===== src/rtl/bus_demux4.sv =====
// One-initiator, four-target bus steering unit: decodes the target from the top
// address bits and forwards one request. It returns a single response beat on ack or timeout.
module bus_demux4 #(
  parameter int DW      = 32,
  parameter int AW      = 32,
  parameter int TIMEOUT = 16
) (
  input  logic            clk,
  input  logic            rst_n,
  input  logic            m_req,
  input  logic            m_we,
  input  logic [AW-1:0]   m_addr,
  input  logic [DW-1:0]   m_wdata,
  output logic            m_ready,
  output logic            m_ack,
  output logic [DW-1:0]   m_rdata,
  output logic            m_err,
  output logic [3:0]      s_req,
  output logic            s_we,
  output logic [AW-1:0]   s_addr,
  output logic [DW-1:0]   s_wdata,
  input  logic [3:0]      s_ack,
  input  logic [4*DW-1:0] s_rdata,
  output logic [1:0]      dbg_state
);

  // Handshake: a request is taken on a rising edge where m_req=1 and m_ready=1.
  // Exactly one m_ack pulse follows each accepted request unless reset intervenes.

  localparam logic [1:0] IDLE = 2'd0;
  localparam logic [1:0] BUSY = 2'd1;
  localparam logic [1:0] RESP = 2'd2;

  localparam int CW = (TIMEOUT > 1) ? $clog2(TIMEOUT) : 1;
  localparam logic [CW-1:0] CNT_LAST = CW'(TIMEOUT - 1);

  logic [1:0]    state;
  logic [1:0]    sel;
  logic [CW-1:0] cnt;
  logic          sel_ack;
  logic [DW-1:0] sel_rdata;

  assign dbg_state = state;

  // Only the addressed target's ack and data are ever looked at.
  always_comb begin
    sel_ack   = 1'b0;
    sel_rdata = '0;
    case (sel)
      2'd0: begin sel_ack = s_ack[0]; sel_rdata = s_rdata[0*DW +: DW]; end
      2'd1: begin sel_ack = s_ack[1]; sel_rdata = s_rdata[1*DW +: DW]; end
      2'd2: begin sel_ack = s_ack[2]; sel_rdata = s_rdata[2*DW +: DW]; end
      default: begin sel_ack = s_ack[3]; sel_rdata = s_rdata[3*DW +: DW]; end
    endcase
  end

  always_ff @(posedge clk or negedge rst_n) begin
    if (!rst_n) begin
      state   <= IDLE;
      sel     <= 2'd0;
      cnt     <= '0;
      m_ready <= 1'b1;
      m_ack   <= 1'b0;
      m_rdata <= '0;
      m_err   <= 1'b0;
      s_req   <= 4'b0000;
      s_we    <= 1'b0;
      s_addr  <= '0;
      s_wdata <= '0;
    end else begin
      case (state)
        IDLE: begin
          m_ack <= 1'b0;
          if (m_req) begin
            s_we    <= m_we;
            s_addr  <= m_addr;
            s_wdata <= m_wdata;
            sel     <= m_addr[AW-1:AW-2];
            s_req   <= 4'b0001 << m_addr[AW-1:AW-2];
            cnt     <= '0;
            m_ready <= 1'b0;
            state   <= BUSY;
          end
        end
        BUSY: begin
          // An ack on the final counted cycle still wins over the timeout.
          if (sel_ack) begin
            m_rdata <= s_we ? '0 : sel_rdata;
            m_err   <= 1'b0;
            m_ack   <= 1'b1;
            s_req   <= 4'b0000;
            state   <= RESP;
          end else if (cnt == CNT_LAST) begin
            m_rdata <= '0;
            m_err   <= 1'b1;
            m_ack   <= 1'b1;
            s_req   <= 4'b0000;
            state   <= RESP;
          end else begin
            cnt <= cnt + 1'b1;
          end
        end
        RESP: begin
          m_ack   <= 1'b0;
          m_ready <= 1'b1;
          state   <= IDLE;
        end
        default: begin
          m_ack   <= 1'b0;
          m_ready <= 1'b1;
          s_req   <= 4'b0000;
          state   <= IDLE;
        end
      endcase
    end
  end

endmodule


===== config.mk =====
export PLATFORM = sky130hd
export DESIGN_NAME = bus_demux4
export DESIGN_NICKNAME = d
export VERILOG_FILES = /design/src/rtl/bus_demux4.sv
export SDC_FILE = /design/constraint.sdc
export NUM_CORES = 1
export LEC_CHECK = 0
export ABC_CLOCK_PERIOD_IN_PS = 2500
export CORE_ASPECT_RATIO = 0.6
export CORE_MARGIN = 1
export CORE_UTILIZATION = 38
export DETAILED_ROUTE_END_ITERATION = 10
export PLACE_DENSITY = 0.91
export SLEW_MARGIN = 5
export SYNTH_ARGS = -nofsm -noshare
export SYNTH_HDL_FRONTEND = slang
export SYNTH_SLANG_ARGS = --single-unit

===== constraint.sdc =====
create_clock -name clk -period 2.5 [get_ports clk]
set_input_delay 0.5 -clock clk [delete_from_list [all_inputs] [get_ports clk]]
set_output_delay 0.5 -clock clk [all_outputs]
set_load 0.01 [all_outputs]

Word level (Yosys, flattened, before mapping)
Index checks and enable logic that the tools add are counted.
{"block": "totals", "input_bits": 200, "reg_bits": 112, "out_inout_bits": 106, "wordCells": 57}
{"block": "op_classes", "n_bitwise": 2, "shift": 1, "reduce_logical": 10, "addsub": 1, "eq_ne": 9, "mux": 23}
{"op": "2-to-1 mux 32 bit", "n": 3}
{"op": "case mux 32 bit (3 select lines)", "n": 1}
{"op": "2-to-1 mux 4 bit", "n": 6}
{"op": "case mux 4 bit (3 select lines)", "n": 1}
{"op": "case mux 4 bit (2 select lines)", "n": 1}
{"op": "AND reduction 2 bit", "n": 4}
{"op": "2-to-1 mux 2 bit", "n": 3}
{"op": "inequality test 2 bit (second input constant)", "n": 3}
{"op": "2-to-1 mux 1 bit", "n": 5}
{"op": "adder 4 x 1 -> 4 bit (second input constant)", "n": 1}
{"op": "== test 2 x 1 -> 1 bit (second input constant)", "n": 2}
{"op": "== test 2 bit (second input constant)", "n": 2}
{"op": "== test 4 bit (second input constant)", "n": 1}
{"op": "logical NOT 2 bit", "n": 2}
{"op": "case mux 2 bit (2 select lines)", "n": 1}
{"op": "AND reduction 4 bit", "n": 1}
{"op": "nonzero test 2 bit", "n": 2}
{"op": "left shift 1 x 2 -> 4 bit (first input constant)", "n": 1}
{"op": "inequality test 3 bit (second input constant)", "n": 1}
{"op": "case mux 1 bit (3 select lines)", "n": 1}
{"op": "AND reduction 3 bit", "n": 1}
{"op": "inverter 1 bit", "n": 2}
{"op": "case mux 1 bit (2 select lines)", "n": 1}

Logic depth before layout (Yosys ltp)
{"block": "logic_depth", "word_depth": 4, "ltp_mapped": 7, "depth_no_buf": 4}

Worst setup path after synthesis
OpenSTA, ideal clock, no wires.
{"block": "synth_timing", "kind": "register to register", "from": "register, netlist name s_addr[30]", "to": "register m_rdata[25]", "arrival_time_ns": 1.679, "t_required_ns": 2.379, "n_path_buf": 2, "period_less_slack_ns": 1.800, "setup_slack_ns": 0.700, "setup_ns": 0.121, "stages_incl_launch_ff": 6, "path_cell_list": "dfrtp_1 > buf_6 > mux4_2 > nor3b_4 > buf_6 > a22o_1"}
{"item": "to (signal assigned)", "line": "88", "source": "m_rdata <= s_we ? '0 : sel_rdata;"}
{"item": "to (decl)", "line": "16", "source": "output logic [DW-1:0] m_rdata,"}

Final worst setup path
{"block": "layout_timing", "from": "register state[1] (netlist: dbg_state[1])", "to": "register m_rdata[15]"}
{"block": "layout_between", "elab_chain_cells": 2}
{"item": "from (decl)", "line": "37", "source": "logic [1:0] state;"}
{"item": "from (signal assigned)", "line": "59", "source": "state <= IDLE;"}
{"item": "from (signal assigned)", "line": "82", "source": "state <= BUSY;"}
{"item": "from (signal assigned)", "line": "92", "source": "state <= RESP;"}
{"item": "== test 2 x 1 -> 1 bit", "line": "71", "source": "case (state)"}
{"item": "AND reduction 2 bit (no source line)"}
Every way passes these cells.
A chain may end at the register's enable or synchronous reset.

==> results.md <==
- Largest net degree at the start of global routing: 63
- Peak VDD IR: 603.4 uV
- Fin util: 66.31%
- Multi-input gate area: 2078 sq um
- Max_cap viols: 0
- Post-synth ARST share: 100.0%
- Syn nets: 647
- Global-route usage over all layers: 23.54%
- Synth unique cells: 32
- Metal3 WL: 1482 um
- DR WL/cell: 17.08 um
- RSZ-0062 raised after global routing: false
- Hold Vio Cnt, Final: 0
- Floorplan die width: 150.3 um
- Final slew viol count: 0
- Final cell count without fillers: 918
- DP Cell Count: 902
- CTS tree: done
- Fillers: 975
- Ant. Diodes: 0
- Clk pin slew, worst setup/hold paths: 80 ps
- Num CTS Buffers: 9
- Proportion of power drawn by the clock network: 15.0%
- Setup TNS: 0 ps
- Max-slew headroom: 16.60%
- Syn Area/Cell: 11.24 sq um
- CTS H-Tree Depth: 3
- Worst-case clock buffer depth: 2
- Class of the worst hold path: primary input to asynchronous set/reset pin
- DRC: 0
- Hold_buf cts: 0
- Gp weighted congestion: 0.8662
- Sequential share of the synthesized area: 54.92%
- Clk sink count: 110
- Critical setup path kind: register to register
- Critical path required time: 2770 ps
- P_sw: 3.262 mW
- Fmax achieved: 444.5 MHz
- Post-synth EDFFs: 0
- Crit path capture type: register
- Final Power: 9.212 mW
- Total core area: 12,850 sq um
- Die H: 90.99 um
- Share of layout cells above drive strength 1: 9.225%
- Initial Utilization: 39.02%
- Worst-Margin Slew: 1250 ps
- Avg Vias per Cell: 5.000
- Max Used Layer: met4
- Rows: 32
- Internal cell power: 5.949 mW
- Synthesized cell area: 5015 sq um
- PortBufs: 305
- Setup crit start kind: register
- Top cells by area, synth: dfrtp_1, mux4_2, nand2_1
- M1 WL: 6242 um
- Synth Warn #: 0
- Register area: 2755 sq um
- Root Driver: clkbuf_16
- Sw Ratio: 35.42%
- Initial antenna violation count: 0
- Net count, final: 944
- Grt total ovfl: 0
- WP data arrival: 2520 ps
- Worst-path maximum fanout: 32
- Die area: 13,680 sq um
- # IOs: 306
- Vias: 4,590
- Synth top area share: 54.39%
- Mapped Cells: 446
- Largest area contributor in the netlist: dfrtp_1
- Remaining antenna violation count: 0
- Most frequent cells after synthesis: nand2_1, dfrtp_1, mux4_2
- Pre-Repair DR Iteration Count: 4
- Most common cell in the netlist: nand2_1
- Pwr dens: 1081 nW/um^2
- Met2 wire length: 7721 um
- Main synth FF type: dfrtp_1
- Final period demand of the worst path: 2250 ps
- Final Setup Violations: 0
- Number of global-route vias before repair: 4,794
- Skew-Pair Late Insertion Delay: 340 ps
- Seq pwr share: 33.5%
- Dpl hpwl: 12,220 um
- Crit share post-route: 89.99%
- Area grow syn2layout: 69.94%
- Status: completed
- WL final: 15,680 um
- DR iter-0 viols: 197
- Synthesis-stage register bit count: 110
- Global-route wire length before repair: 24,760 um
- Leak: 3.758 nW
- Clock Skew: 6.568 ps
- Share of total power in combinational logic: 51.4%
[power by group through the flow]
stage / Combinational [mW] / Clock [mW] / Sequential, mW
floorplan: 2.11 / 0 / 3.37
global placement: 4.63 / 0 / 3.07
detailed placement: 4.78 / 0 / 3.11
CTS: 4.79 / 1.44 / 3.09
global route: 5.12 / 1.50 / 3.18
finish: 4.74 / 1.38 / 3.09
[layout by cell type (no fill, tap or decap), types with 3 or more instances in the layout]
cell type and count:
dfrtp_1 108, mux2i_1 4, buf_12 3, a22o_1 32, nor2_1 5, mux4_2 33, clkbuf_16 9, nand2_1 198
o2bb2ai_1 4, clkdlybuf4s50_1 304, buf_4 9, a21oi_1 5
[final timing paths]
path,from,endpoint,slack (ps),cells after the start
worst max-delay path,dbg_state[1]$_DFFE_PN0P_,m_rdata[15]$_DFFE_PN0P_,250,3
worst min-delay path,rst_n,m_rdata[31]$_DFFE_PN0P_,60,1
worst max register to register,dbg_state[1]$_DFFE_PN0P_,m_rdata[15]$_DFFE_PN0P_,250,3
worst min register to register,s_wdata[5]$_DFFE_PN0P_,s_wdata[5]$_DFFE_PN0P_,480,2
max in group asynchronous,rst_n,s_addr[30]$_DFFE_PN0P_,1760,2
min in group clk,s_wdata[5]$_DFFE_PN0P_,s_wdata[5]$_DFFE_PN0P_,480,2
[what timing repair did]
item                                   CTS  global route
buffers inserted                         0             0
gates resized for setup                  0             1
endpoints found under the hold margin    0             0
setup endpoints to repair                0             1
[logic make-up (layout without fill, tap and decap cells)]
group	after synthesis	after routing	share of synthesized area [%]
simple gates	219	219	17.89
fa+ha+maj	1	1	0.2495
flops	110	110	54.92
mux	37	37	15.62
compound gates	45	45	7.585
buf+inv	34	336	3.743
[state kept, by name, summed over array words and instances, names as in the netlist, 2 cells and up]
name	count
s_wdata	32
s_addr	31
s_req	4
cnt	4
m_rdata	32
dbg_state	2
[cell type report]
type | count | share of cell area [%]
clock buffer | 10 | 2.687
clock inverter | 6 | 0.6313
inverter | 3 | 0.1321
multi-input combinational | 302 | 24.39
sequential | 110 | 32.33
tap | 170 | 2.496
timing repair buffer | 317 | 37.34
[critical path: stages, from the launching register on]
cell and delay (ps):
dfrtp_1 480, nand2b_1 340, nor3b_4 1080, a22o_1 280
[through the flow]
step	setup slack, ps	hold slack [ps]	cell area, sq um
2_1_floorplan	700.1	204.4	5015
3_3_place_gp	36.05	431.3	8235
3_5_place_dp	-90.71	436.4	8235
4_1_cts	59.47	64.78	8518
5_1_grt	108.1	81.80	8522
6_report	250.2	62.16	8522
[metal layers]
| layer | vias to the layer above | GRT usage [%] |
|---|---|---|
| li1 | 2119 | - |
| met1 | 2238 | 28.59 |
| met2 | 209 | 40.36 |
| met3 | 24 | 7.688 |
| met4 | 0 | 5.471 |
| met5 | - | 0 |
Power figures use the tool's default switching activity.
